### src/rtl/shared_mem_port.sv
// Single-port shared-memory front end: latches the granted CPU's request, runs one
// memory transaction with a ready handshake and timeout, and acks the latched owner.
module shared_mem_port #(
   parameter int ADDR_W  = 8,
   parameter int DATA_W  = 16,
   parameter int TIMEOUT = 15
) (
   input  logic              clk,
   input  logic              reset,
   input  logic [1:0]        grant,
   input  logic              req1,
   input  logic              req2,
   input  logic              req3,
   input  logic [ADDR_W-1:0] addr1,
   input  logic [ADDR_W-1:0] addr2,
   input  logic [ADDR_W-1:0] addr3,
   input  logic [DATA_W-1:0] wdata1,
   input  logic [DATA_W-1:0] wdata2,
   input  logic [DATA_W-1:0] wdata3,
   input  logic              we1,
   input  logic              we2,
   input  logic              we3,
   output logic              ack1,
   output logic              ack2,
   output logic              ack3,
   output logic              err,
   output logic [DATA_W-1:0] rdata,
   output logic              busy,
   output logic              mem_en,
   output logic              mem_we,
   output logic [ADDR_W-1:0] mem_addr,
   output logic [DATA_W-1:0] mem_wdata,
   input  logic [DATA_W-1:0] mem_rdata,
   input  logic              mem_rdy
);

   typedef enum logic [1:0] {IDLE = 2'd0, ISSUE = 2'd1, WAIT = 2'd2, DONE = 2'd3} state_t;

   localparam logic [7:0] TIMEOUT_C = 8'(TIMEOUT);

   state_t              state_q, state_d;
   logic [1:0]          owner_q, owner_d;
   logic [7:0]          cnt_q, cnt_d;
   logic                err_flag_q, err_flag_d;
   logic                mem_we_q, mem_we_d;
   logic [ADDR_W-1:0]   mem_addr_q, mem_addr_d;
   logic [DATA_W-1:0]   mem_wdata_q, mem_wdata_d;
   logic [DATA_W-1:0]   rdata_q, rdata_d;

   logic                sel_req;
   logic                sel_we;
   logic [ADDR_W-1:0]   sel_addr;
   logic [DATA_W-1:0]   sel_wdata;

   // Request fields of whichever CPU the arbiter currently names.
   always_comb begin
      sel_req   = 1'b0;
      sel_we    = 1'b0;
      sel_addr  = '0;
      sel_wdata = '0;
      case (grant)
         2'd1: begin sel_req = req1; sel_we = we1; sel_addr = addr1; sel_wdata = wdata1; end
         2'd2: begin sel_req = req2; sel_we = we2; sel_addr = addr2; sel_wdata = wdata2; end
         2'd3: begin sel_req = req3; sel_we = we3; sel_addr = addr3; sel_wdata = wdata3; end
         default: ;
      endcase
   end

   always_comb begin
      state_d     = state_q;
      owner_d     = owner_q;
      cnt_d       = cnt_q;
      err_flag_d  = err_flag_q;
      mem_we_d    = mem_we_q;
      mem_addr_d  = mem_addr_q;
      mem_wdata_d = mem_wdata_q;
      rdata_d     = rdata_q;
      case (state_q)
         IDLE: begin
            if (grant != 2'd0 && sel_req) begin
               owner_d     = grant;
               mem_we_d    = sel_we;
               mem_addr_d  = sel_addr;
               mem_wdata_d = sel_wdata;
               state_d     = ISSUE;
            end
         end
         ISSUE: begin
            cnt_d   = 8'd0;
            state_d = WAIT;
         end
         WAIT: begin
            if (mem_rdy) begin
               if (!mem_we_q) rdata_d = mem_rdata;
               err_flag_d = 1'b0;
               state_d    = DONE;
            end else if (cnt_q == TIMEOUT_C) begin
               err_flag_d = 1'b1;
               state_d    = DONE;
            end else begin
               cnt_d = cnt_q + 8'd1;
            end
         end
         DONE:    state_d = IDLE;
         default: state_d = IDLE;
      endcase
   end

   always_ff @(posedge clk or posedge reset) begin
      if (reset) begin
         state_q     <= IDLE;
         owner_q     <= 2'd0;
         cnt_q       <= 8'd0;
         err_flag_q  <= 1'b0;
         mem_we_q    <= 1'b0;
         mem_addr_q  <= '0;
         mem_wdata_q <= '0;
         rdata_q     <= '0;
      end else begin
         state_q     <= state_d;
         owner_q     <= owner_d;
         cnt_q       <= cnt_d;
         err_flag_q  <= err_flag_d;
         mem_we_q    <= mem_we_d;
         mem_addr_q  <= mem_addr_d;
         mem_wdata_q <= mem_wdata_d;
         rdata_q     <= rdata_d;
      end
   end

   // Strobes are decoded from registered state only, so reset clears them at once.
   assign busy      = (state_q != IDLE);
   assign mem_en    = (state_q == ISSUE);
   assign ack1      = (state_q == DONE) && (owner_q == 2'd1);
   assign ack2      = (state_q == DONE) && (owner_q == 2'd2);
   assign ack3      = (state_q == DONE) && (owner_q == 2'd3);
   assign err       = (state_q == DONE) && err_flag_q;
   assign rdata     = rdata_q;
   assign mem_we    = mem_we_q;
   assign mem_addr  = mem_addr_q;
   assign mem_wdata = mem_wdata_q;

endmodule

### config.mk
export PLATFORM = sky130hd
export DESIGN_NAME = shared_mem_port
export DESIGN_NICKNAME = d
export VERILOG_FILES = /design/src/rtl/shared_mem_port.sv
export SDC_FILE = /design/constraint.sdc
export NUM_CORES = 1
export LEC_CHECK = 0
export ABC_AREA = 0
export CORE_MARGIN = 5
export CORE_UTILIZATION = 35
export CTS_BUF_LIST = sky130_fd_sc_hd__clkbuf_8
export CTS_CLUSTER_SIZE = 10
export DETAILED_ROUTE_END_ITERATION = 7
export GPL_TIMING_DRIVEN = 0
export PLACE_DENSITY_LB_ADDON = 0.15
export SYNTH_ARGS = -nofsm -noshare
export SYNTH_HDL_FRONTEND = slang
export SYNTH_SLANG_ARGS = --single-unit
### constraint.sdc
create_clock -name clk -period 5.85 [get_ports clk]
set_clock_uncertainty 0.15 [all_clocks]
set_input_delay 1.4625 -clock clk [delete_from_list [all_inputs] [get_ports clk]]
set_output_delay 1.4625 -clock clk [all_outputs]
set_load 0.05 [all_outputs]
==> reports/qor.yml <==
worst_setup_path:
  crit_path_cells: "inv_1 > ha_1 > inv_1 > clkdlybuf4s50_1"
  crit_path_launch_type: "flop"
  cpMaxStageDelayCell: "sky130_fd_sc_hd__clkdlybuf4s50_1"
  worst-r2r-setup-slack_ns: 3.66
  worst-path-max-fanout: 4
  cpMostUsedCell: "sky130_fd_sc_hd__inv_1"
  worstSetupEndpointType: "output pin"
  reg2reg_depth: 8
  crit-reg2reg-capture: "rdata[15]"
  critical_path.reg2reg.startpoint: "state_q[0]"
  timing.critical_path.slowest_cell_delay_ns: 0.80
  crit_type: "flop to output pin"
  worst_ep_required_time_ns: 4.24
  critPathArrivalTime_ns: 1.96
floorplanning:
  effective_utilization_at_floorplan_pct: 35.98
  fp.dieArea_mm2: 0.01039
  core.rowCount: 33
  top_level_ports: 146
  core_area_mm2: 0.008217
  die_height_um: 101.9
  die_width_um: 101.9
placed_design:
  routabilityCongestion: 0.7695
  hpwl_um: 6314
  port-buffer-count: 144
  preCtsSetupSlack_ns: 2.046
  placed_cells_incl_taps: 481
layout:
  areaGrowthSynthToFinish_pct: 57.05
  final_layout_size_suffix_gt1_share_pct: 22.66
  layoutNonFillerInstCount: 489
  antenna_cells: 0
  layout.nets: 488
power_and_ir_drop:
  ir_worst_vdd_mv: 0.2708
  design_power_total_w: 0.002189
  power_density_mw_per_mm2: 471.5
  p_leak_nw: 2.027
yosys:
  synthXorXnorAreaFrac_pct: 0.8887
  synthSimpleGateAreaFrac_pct: 6.686
  synthesis.instances: 231
  ys_types: 34
  synth_top_family_by_area: "multiplexers"
  synth_area_per_inst_um2: 12.80
  synth.area.mux_share_pct: 29.16
  yosysWarningCount: 0
  yosysSeqAreaShare_pct: 45.70
  mappedNetlistArea_mm2: 0.002957
  synth-seq-cells: 54
  post_synth_adder_cell_area_pct: 2.539
  synth_compound_area_share_pct: 10.71
  synth_fp_nets: 336
clock_network:
  insertion_delay_ns: 0.30
  tritoncts: "built"
  total_clock_buffers_created_by_cts: 5
  cts_buffer_depth: 2
  cts_hold_buffers: 0
  clkSlewWorstSetupHoldPaths_ns: 0.09
  cts_repair_resize_count: 0
  cts_setup_buffers: 0
  clockRootBuffer: "sky130_fd_sc_hd__clkbuf_8"
  tritoncts_num_sinks: 54
  cts.htree.levels: 2
job:
  drv.max_cap_violation_count: 0
hold_path:
  whs_endpoint: "mem_wdata[10]"
  whs_path_depth: 1
  worstHoldPathType: "flop to flop"
  timing.hold.worst.start: "mem_wdata[10]"
route:
  avgViaCountPerCell: 4.830
  dr.pass1.iters: 4
  vias: 2362
  routed-wl-met3_um: 791
  drc_errors: 0
  antenna_left: 0
  totalWireLength_um: 7984
  detail_route.wl_per_cell_um: 16.33
  detail_route.wirelength.met1_um: 3289
  routed-wl-met2_um: 3828
  routed.top_layer: "met4"
  drt_first_iter_violations: 72
grt:
  grt.overflow.total: 0
  first_global_vias: 2618
  grt_pass1_wl_um: 12700
  globalRouteTotalUtil_pct: 15.52
  grt_max_degree: 31
  antenna_found_initial: 0
timing:
  slew_headroom_pct: 54.88
  setup_viol: 0
  rsz0062_at_grt: "no"
  final.setup.worst_slack_ns: 2.279
  layout_worst_path_cycle_share_pct: 61.04
  timing.final.hold_violations: 0
  fin_crit_ns: 3.571
  final-max-slew-violation-count: 0
  max_freq_ghz: 0.2801
  fin_tns_setup_ns: 0
  tightestPinTransition_ns: 0.6768
status:
  result_of_the_run: "finished, final reports clean"
==> metrics by stage <==
step	utilization (%)	hold slack [ns]	instance area (µm²)
6_report	56.51	0.3637	4643
5_1_grt	56.51	0.3827	4643
4_1_cts	56.51	0.3683	4643
3_5_place_dp	55.37	0.3409	4549
3_3_place_gp	55.12	0.3354	4529
2_1_floorplan	-	0.3331	2957
==> sequential cells by signal (all words and copies together) (netlist names) <==
| name | cells |
|---|---|
| mem_wdata | 16 |
| mem_we | 1 |
| owner_q | 2 |
| mem_addr | 8 |
| cnt_q | 8 |
| rdata | 16 |
| err_flag_q | 1 |
| state_q | 2 |
==> cell families after synthesis <==
logic type	after synthesis
multiplexers	70
adder cells (fa/ha/maj)	6
buffers and inverters	21
flip-flops	54
AND/OR/NAND/NOR	36
AO/OA/AOI/OAI	41
XOR/XNOR	3
==> worst max path at each step <==
| stage | startpoint | to | cells after the start |
|---|---|---|---|
| 2_1_floorplan | grant[0] | mem_addr[0] | 6 |
| 4_1_cts | state_q[0] | busy | 4 |
| 3_3_place_gp | reset | mem_wdata[8] | 2 |
| 3_5_place_dp | grant[0] | mem_addr[5] | 5 |
| 5_1_grt | state_q[0] | ack2 | 4 |
| 6_report | state_q[0] | busy | 4 |
==> cell usage in the layout, fill, tap and decap left out, types with 2 or more instances in the layout <==
cell                              count
sky130_fd_sc_hd__and3_1               2
sky130_fd_sc_hd__clkbuf_1             5
sky130_fd_sc_hd__a22o_1              21
sky130_fd_sc_hd__nand4_1              2
sky130_fd_sc_hd__ha_1                 6
sky130_fd_sc_hd__and2_1               2
sky130_fd_sc_hd__nor2_1              11
sky130_fd_sc_hd__mux2_4              21
sky130_fd_sc_hd__clkbuf_8             5
sky130_fd_sc_hd__nand2_1              4
sky130_fd_sc_hd__o211ai_1             4
sky130_fd_sc_hd__a21oi_1              6
sky130_fd_sc_hd__clkdlybuf4s50_1    144
sky130_fd_sc_hd__o31ai_1              2
sky130_fd_sc_hd__o21ai_0              4
sky130_fd_sc_hd__buf_2                4
sky130_fd_sc_hd__mux2i_1              4
sky130_fd_sc_hd__dfrtp_1             54
sky130_fd_sc_hd__xor2_1               3
sky130_fd_sc_hd__buf_12               3
sky130_fd_sc_hd__mux2_2              45
sky130_fd_sc_hd__inv_1                6
sky130_fd_sc_hd__nand2b_1             2
sky130_fd_sc_hd__a2bb2oi_1            2
sky130_fd_sc_hd__nor2b_1              3
sky130_fd_sc_hd__nand3_1              5
==> critical path: cells and delay by family, from the launching register on <==
kind | cells | cell delay (ns)
buffers and inverters | 3 | 0.98
DFF | 1 | 0.41
adders and majority gates | 1 | 0.28
==> synth_stat cells (all sizes together) <==
library cell / instances / area share (%)
a22oi: 1 / 0.42
or4: 1 / 0.38
and3: 2 / 0.42
nand4: 2 / 0.42
inv: 7 / 0.89
a21oi: 6 / 1.0
dfrtp: 54 / 46
a22o: 21 / 6.2
mux2i: 4 / 1.4
or2: 1 / 0.21
and4: 1 / 0.30
o21ai: 4 / 0.68
buf: 9 / 2.8
mux2: 66 / 28
nand3: 5 / 0.85
nand2b: 3 / 0.89
o21a: 1 / 0.25
nor2: 11 / 1.4
nand2: 4 / 0.51
and2: 2 / 0.42
clkbuf: 5 / 0.63
o211ai: 4 / 1.0
a2bb2oi: 2 / 0.59
o31ai: 2 / 0.51
nor2b: 3 / 0.63
nand3b: 1 / 0.25
ha: 6 / 2.5
xor2: 3 / 0.89
==> area by class of cell <==
type                            instances  area (µm²)
Tap cell                              105       131.4
Timing Repair Buffer                  145        1461
Clock buffer                            5       68.82
Buffer                                 14       101.3
Inverter                                7       26.28
Multi-Input combinational cell        156        1478
Clock inverter                          3       25.02
Sequential cell                        54        1351
Fill cell                             698        3573
==> power breakdown <==
| group | total (W) | internal (W) | switching (W) |
|---|---|---|---|
| logic | 0.00135 | 0.000563 | 0.000790 |
| registers | 0.000621 | 0.000528 | 0.0000923 |
| clock network | 0.000215 | 0.0000867 | 0.000129 |
| total | 0.00219 | 0.00118 | 0.00101 |
==> routing by layer <==
metal	GRT usage (%)	vias up
li1	-	1142
met1	19.30	1105
met2	25.86	107
met3	6.007	8
met4	3.229	0
met5	0	-
Power figures use the tool's default switching activity.
